==> src/rtl/fifo_1r1w_pkg.sv <==
// rtl/fifo_1r1w_pkg.sv - default sizing shared by the fifo_1r1w slice
package fifo_1r1w_pkg;

  localparam int DEF_DWIDTH = 32;
  localparam int DEF_DEPTH  = 32;

endpackage

==> src/rtl/fifo_1r1w_ram_sdp.sv <==
// rtl/fifo_1r1w_ram_sdp.sv - simple dual-port RAM, one write port, one registered read port
module ram_sdp_1r1w #(
  parameter int DWIDTH = 32,
  parameter int DEPTH  = 32,
  parameter int AWIDTH = $clog2(DEPTH)
) (
  input  logic              clk,
  input  logic              wr_en,
  input  logic [AWIDTH-1:0] wr_addr,
  input  logic [DWIDTH-1:0] wr_data,
  input  logic              rd_en,
  input  logic [AWIDTH-1:0] rd_addr,
  output logic [DWIDTH-1:0] rd_data
);

  logic [DWIDTH-1:0] mem [DEPTH];

  // Unreset storage and read register; a same-address read returns the old word.
  always_ff @(posedge clk) begin
    if (wr_en) begin
      mem[wr_addr] <= wr_data;
    end
    if (rd_en) begin
      rd_data <= mem[rd_addr];
    end
  end

endmodule

==> src/rtl/fifo_1r1w.sv <==
// rtl/fifo_1r1w.sv - synchronous FIFO with registered read data; FIFO_1R1W_COUNT_EN adds an occupancy counter
module fifo_1r1w
  import fifo_1r1w_pkg::*;
#(
  parameter  int DWIDTH = DEF_DWIDTH,
  parameter  int DEPTH  = DEF_DEPTH,
  localparam int AWIDTH = $clog2(DEPTH),
  localparam int CWIDTH = $clog2(DEPTH + 1)
) (
  input  logic              i_clk,
  input  logic              i_rst_n,
  input  logic              i_push,
  output logic              o_full,
  input  logic [DWIDTH-1:0] i_wdata,
  input  logic              i_pop,
  output logic              o_empty,
  output logic              o_rvalid,
  output logic [DWIDTH-1:0] o_rdata,
  output logic [CWIDTH-1:0] o_count
);

  localparam logic [AWIDTH-1:0] LAST_IDX = AWIDTH'(DEPTH - 1);

  logic [AWIDTH-1:0] push_idx;
  logic [AWIDTH-1:0] pop_idx;
  logic              push_par;
  logic              pop_par;
  logic              rvalid_q;
  logic              rd_seen;
  logic [DWIDTH-1:0] ram_rdata;

  ram_sdp_1r1w #(
    .DWIDTH (DWIDTH),
    .DEPTH  (DEPTH),
    .AWIDTH (AWIDTH)
  ) u_ram (
    .clk     (i_clk),
    .wr_en   (i_push),
    .wr_addr (push_idx),
    .wr_data (i_wdata),
    .rd_en   (i_pop),
    .rd_addr (pop_idx),
    .rd_data (ram_rdata)
  );

  // Write pointer with wrap parity; wraps at DEPTH-1 so any depth works.
  always_ff @(posedge i_clk or negedge i_rst_n) begin
    if (!i_rst_n) begin
      push_idx <= '0;
      push_par <= 1'b0;
    end else if (i_push) begin
      if (push_idx == LAST_IDX) begin
        push_idx <= '0;
        push_par <= ~push_par;
      end else begin
        push_idx <= push_idx + AWIDTH'(1);
      end
    end
  end

  // Read pointer with wrap parity, mirroring the write side.
  always_ff @(posedge i_clk or negedge i_rst_n) begin
    if (!i_rst_n) begin
      pop_idx <= '0;
      pop_par <= 1'b0;
    end else if (i_pop) begin
      if (pop_idx == LAST_IDX) begin
        pop_idx <= '0;
        pop_par <= ~pop_par;
      end else begin
        pop_idx <= pop_idx + AWIDTH'(1);
      end
    end
  end

  // Read-valid strobe, plus a sticky flag that gates the unreset RAM output to zero until the first pop.
  always_ff @(posedge i_clk or negedge i_rst_n) begin
    if (!i_rst_n) begin
      rvalid_q <= 1'b0;
      rd_seen  <= 1'b0;
    end else begin
      rvalid_q <= i_pop;
      rd_seen  <= rd_seen | i_pop;
    end
  end

  assign o_rvalid = rvalid_q;
  assign o_rdata  = rd_seen ? ram_rdata : '0;
  assign o_empty  = (push_idx == pop_idx) && (push_par == pop_par);
  assign o_full   = (push_idx == pop_idx) && (push_par != pop_par);

`ifdef FIFO_1R1W_COUNT_EN
  logic [CWIDTH-1:0] count_q;

  // Occupancy: up on push only, down on pop only, unchanged otherwise.
  always_ff @(posedge i_clk or negedge i_rst_n) begin
    if (!i_rst_n) begin
      count_q <= '0;
    end else if (i_push && !i_pop) begin
      count_q <= count_q + CWIDTH'(1);
    end else if (i_pop && !i_push) begin
      count_q <= count_q - CWIDTH'(1);
    end
  end

  assign o_count = count_q;
`else
  assign o_count = '0;
`endif

endmodule
==> config.mk <==
export PLATFORM = sky130hd
export DESIGN_NAME = fifo_1r1w
export DESIGN_NICKNAME = d
export VERILOG_FILES = /design/src/rtl/fifo_1r1w_pkg.sv /design/src/rtl/fifo_1r1w_ram_sdp.sv /design/src/rtl/fifo_1r1w.sv
export SDC_FILE = /design/constraint.sdc
export NUM_CORES = 1
export LEC_CHECK = 0
export BUFFER_PORTS_ARGS = -buffer_cell sky130_fd_sc_hd__buf_2
export CORE_MARGIN = 5
export CORE_UTILIZATION = 56
export DETAILED_ROUTE_END_ITERATION = 12
export HOLD_SLACK_MARGIN = 0.06
export PLACE_DENSITY = 0.83
export SLEW_MARGIN = 20
export SYNTH_ARGS = -nofsm -noshare
export SYNTH_HDL_FRONTEND = slang
export SYNTH_SLANG_ARGS = --single-unit
==> constraint.sdc <==
create_clock -name i_clk -period 4.2 [get_ports i_clk]
set_clock_uncertainty 0.1 [all_clocks]
set_input_delay 0.63 -clock i_clk [delete_from_list [all_inputs] [get_ports i_clk]]
set_output_delay 0.63 -clock i_clk [all_outputs]
set_load 0.005 [all_outputs]
Yosys cells after proc, flatten, opt, wreduce, memory -nomap -nowiden
Memory sizes are Yosys's and may differ from the RTL's. A register that Yosys moved wholly into a read port is not among the register bits.
Cells that the tools add are included.
{ "totals": {"latchBits": 0, "register_bits": 14, "in_bits": 36, "mem_count": 1, "mem_bits_ro": 0, "mem_bits_rw": 1024, "word_cells": 26} }
{ "op_classes": {"bitwise": 3, "n_shift": 0, "muxes": 5, "div_mod_pow": 0, "n_mul": 0, "n_reduce_logical": 4, "eq_ne": 5, "add_sub_neg": 2, "order_cmp": 0} }
{ "mem_list": {"columns": ["name", "words", "word_bits", "rd", "rd_clocked_by_memory_dff", "write_ports", "line", "rtl"], "rows": [
  ["u_ram.mem", 32, 32, 1, 1, 1, "fifo_1r1w_ram_sdp.sv:16", "logic [DWIDTH-1:0] mem [DEPTH];"]
]} }
{ "ops": {"columns": ["op", "count"], "rows": [
  ["2-to-1 mux 32 bit", 1],
  ["adder 5 x 1 -> 5 bit, second input constant", 2],
  ["== test 5 bit, second input constant", 2],
  ["2-to-1 mux 5 bit", 2],
  ["== test 5 bit", 1],
  ["AND reduction 2 bit", 2],
  ["logical AND 1 bit", 2],
  ["2-to-1 mux 1 bit", 2],
  ["NOT 1 bit", 2],
  ["== test 1 bit", 1],
  ["!= test 1 bit", 1],
  ["OR 1 bit", 1]
]} }

Depth between registers and ports, before layout
{ "depth": {"ltp_word": 2, "mapped_depth": 8} }

Modules after synthesis
From an unflattened synthesis, not the netlist that was laid out.
{ "unflattened": {"hier_cells": 2363, "area_unflattened_um2": 41778.8} }
{ "modules_own_cells": {"columns": ["module", "cells_each", "seq_area_each_um2", "area_each_um2", "n_inst"], "rows": [
  ["ram_sdp_1r1w", 2260, 31710.4, 40805.4, 1],
  ["fifo_1r1w", 103, 350.3, 973.4, 1]
]} }

Worst setup path before layout
No wires, ideal clock.
{ "synth_timing": {"path_kind": "in2reg", "from": "input i_push", "to": "memory u_ram.mem[19][0], enable pin", "path_slack_ns": 0.368, "cell_stages": 3, "setup_ns": 0.461, "path_buffers": 1, "arrival_ns": 3.271, "t_required_ns": 3.639, "path_cell_list": "clkbuf_1 -> nand3_1 -> nor3_1"} }
{ "synth_via": {"elab_chain_len": 2} }
{ "synth_lines": {"columns": ["element", "line", "rtl"], "rows": [
  ["start: declaration", "fifo_1r1w.sv:12", "input logic i_push,"],
  ["2-to-1 mux 1 bit", "fifo_1r1w_ram_sdp.sv:20", "if (wr_en) begin"],
  ["2-to-1 mux 1 bit (not written as such)", "fifo_1r1w_ram_sdp.sv:21", "mem[wr_addr] <= wr_data;"],
  ["end: declaration", "fifo_1r1w_ram_sdp.sv:16", null]
]} }
No other way between the ends.

Worst setup path in the final report
{ "layout_timing": {"from": "register pop_idx[2]", "to": "output o_full"} }
{ "layout_via": {"elab_chain_len": 2} }
{ "layout_lines": {"columns": ["element", "line", "rtl"], "rows": [
  ["start: declaration", "fifo_1r1w.sv:25", "logic [AWIDTH-1:0] pop_idx;"],
  ["start signal: assignment", "fifo_1r1w.sv:71", "pop_idx <= pop_idx + AWIDTH'(1);"],
  ["== test 5 bit", "fifo_1r1w.sv:90", "assign o_full = (push_idx == pop_idx) && (push_par != pop_par);"],
  ["logical AND 1 bit", "fifo_1r1w.sv:90", null],
  ["end: declaration", "fifo_1r1w.sv:13", "output logic o_full,"]
]} }
No other way between the ends.

==> results.md <==
- Status: complete, no violations
- DP Wirelength: 53440 um
- Sequential area share after synthesis: 78.52%
- Global-route wire length before repair: 150500 um
- Most frequent cells in the layout: edfxtp_1 (1056), mux4_2 (191), mux2i_1 (131), clkbuf_16 (99), a22oi_1 (95)
- Util after Layout: 63.33%
- FF/Latch Area: 32070 um2
- Hold WC Path Type: in2reg
- Worst Path Class, Setup: reg2out
- Reg-to-Reg End: u_ram.rd_data[28]
- Core area: 72590 um2
- Crit-path slowest cell: dfrtp_4
- Cell family contributing the most delay on the critical path: buffers and inverters
- CP Launch Type: flop
- Hold path start: i_push
- Clock share of power: 32.3%
- Post-route ant nets: 0
- Area Overhead vs Synth: 12.58%
- Number of global-route vias before repair: 21600
- Router iterations before antenna repair: 6
- Nets: 2057
- DIE WIDTH: 280.0 um
- Tcrit/Tclk final: 88.40%
- Seq cells post-synth: 1070
- Max stage delay on crit path: 0.85 ns
- Place WS: 1.202 ns
- Endpoint, Worst Hold: push_idx[0]
- H-tree depth: 3
- I/O pins: 77
- GPL Wtd Cong: 0.8136
- Final setup violating endpoints: 0
- Final-layout fill cell count: 4549
- Floorplan row count: 99
- Worst Tran Pin Value: 0.9912 ns
- Via Count: 21060
- Hold_buf cts: 1
- Grt ovf: 0
- CTS Root Cell: clkbuf_16
- CP bufs+invs: 2
- YS warnings: 0
- Switching pwr: 7.938 mW
- Worst r2r src: pop_idx[2]
- Initial antenna violation count: 2
- Fin worst setup slack: 0.4872 ns
- Total power: 27.86 mW
- Count of cell types in the netlist: 40
- Switching Fraction: 28.49%
- Die ar.: 78420 um2
- CTS Sinks: 1070
- Final setup TNS: 0 ns
- Max Cap Viol: 0
- Largest net degree at the start of global routing: 58
- Combinational Power Share: 20.6%
- WL per Instance: 33.82 um
- Clock transition at path regs: 0.06 ns
- Sequential Power Share: 47.2%
- Hold Path Depth: 2
- Routed WL: 103400 um
- Reg2Reg Depth: 4
- # DRC: 0
- Worst-Skew Late Latency: 0.67 ns
- Final slew viol count: 0
- Die span in y: 280.0 um
- Power per standard cell area: 606.1 nW/um2
- WHS: 0.2959 ns
- Pleak: 14.72 nW
- Worst slew margin: 33.92%
- Post-Syn Area per Cell: 21.80 um2
- Share of layout cells above drive strength 1: 25.43%
- Final Hold Vio Count: 0
- Multi-input logic area: 8294 um2
- Synthesized area: 40830 um2
- Setup bufs post-CTS: 0
- Post-layout min period: 3.713 ns
- CTS resizes: 0
- Worst EP required: 3.47 ns
- Most common cell after layout, fill and taps aside: edfxtp_1
- CTS tree: built
- GRT Util Overall: 26.53%
- Crit end category: output port
- Cell count after synthesis: 1873
- FF-to-FF setup slack: 1.09 ns
- Initial DRC Count: 3046
- Fmax achieved: 269.3 MHz
- Worst Path Arrival: 2.98 ns
- Worst-path cell chain: buf_4 > xnor2_1 > nand3_1 > nor2b_1 > buf_2
- PortBufs: 70
- Starting Density: 56.25%
- RSZ-0062 raised after global routing: false
- CTS buffer count: 97
- Max Root-Sink Buffers: 3
- Routed vias/inst: 6.888
- Crit Path Max Fanout: 57
- Internal power: 19.93 mW
- IR drop worst, VDD: 0.3523 mV
==> registers in the layout (all words and copies together), names as in the netlist <==
register,cells
u_ram.rd_data,32
push_par,1
rd_seen,1
pop_par,1
push_idx,5
u_ram.mem,1024
o_rvalid,1
pop_idx,5
==> area by class of cell <==
class | count | share of cell area [%]
timing repair buffer | 152 | 2.515
clock inverter | 57 | 1.394
inverter | 5 | 0.04083
antenna | 2 | 0.01089
multi-input combinational | 688 | 18.04
tap | 959 | 2.610
sequential | 1070 | 69.77
clock buffer | 124 | 5.615
==> power by group through the flow <==
stage	combinational (mW)	sequential (mW)	clock [mW]
floorplan	3.77	12.9	0
global placement	5.37	13.3	0
detailed placement	5.50	13.3	0
CTS	5.70	13.1	9.05
global route	6.02	13.2	9.59
finish	5.73	13.1	8.99
==> layer usage <==
layer	up-vias	track usage [%]	part of all wire, %
met5	-	0	0
met4	0	13.68	5.6
met2	1710	44.25	51
met3	302	5.234	11
li1	8173	-	-
met1	10870	33.61	33
==> cell families after synthesis <==
family	count (synthesis)	synth area share, %
DFF	1070	78.52
muxes	325	13.83
AOI/OAI and AO/OA	233	4.042
buffers and inverters	120	1.799
and+or+nand+nor	109	1.419
xor gates and xnor gates	8	0.1716
adders and majority gates	7	0.2145
other	1	0.009184
==> cell usage after synthesis <==
cell / count / area [um2]
edfxtp_1: 1056 / 31710
mux4_2: 191 / 4302
mux2i_1: 131 / 1311
a22oi_1: 95 / 713.2
clkbuf_1: 43 / 161.4
a21oi_1: 35 / 175.2
o22ai_1: 33 / 206.5
and2_1: 32 / 200.2
buf_2: 32 / 160.2
o221ai_1: 32 / 280.3
a211oi_1: 31 / 232.7
buf_6: 27 / 304.0
nor2_1: 25 / 93.84
dfrtp_1: 14 / 350.3
nor3_1: 12 / 60.06
buf_4: 11 / 82.58
nand2_1: 11 / 41.29
nand3_1: 8 / 40.04
ha_1: 7 / 87.58
inv_1: 4 / 15.01
nand2b_1: 4 / 25.02
o21ai_0: 4 / 20.02
xnor2_1: 4 / 35.03
xor2_1: 4 / 35.03
and3_1: 3 / 18.77
mux2_2: 3 / 33.78
nand3b_1: 3 / 22.52
nor3b_1: 3 / 22.52
buf_1: 2 / 7.510
nor2b_1: 2 / 12.51
nor4_1: 2 / 12.51
a32o_1: 1 / 10.01
conb_1: 1 / 3.750
inv_2: 1 / 3.750
nor2_2: 1 / 6.260
nor2_4: 1 / 11.26
o211ai_1: 1 / 7.510
o21ai_1: 1 / 5.000
or2_2: 1 / 6.260
or3_1: 1 / 6.260
==> metrics by stage <==
step / cell area (um2) / cells
global placement: 42730 / 2873
global route: 45970 / 3057
detailed placement: 42730 / 2873
floorplan: 40850 / 1878
finish: 45970 / 3057
CTS: 45960 / 3055
==> worst max path at each step <==
stage               startpoint                end  slack (ns)  depth (start not counted)
floorplan               i_push   u_ram.mem[19][0]        0.37                          3
global placement    pop_idx[2]  u_ram.rd_data[30]        1.12                          5
detailed placement  pop_idx[2]             o_full        1.20                          5
CTS                 pop_idx[2]             o_full        0.44                          5
global route        pop_idx[2]             o_full        0.35                          5
finish              pop_idx[2]             o_full        0.49                          5
Power figures use the tool's default switching activity.
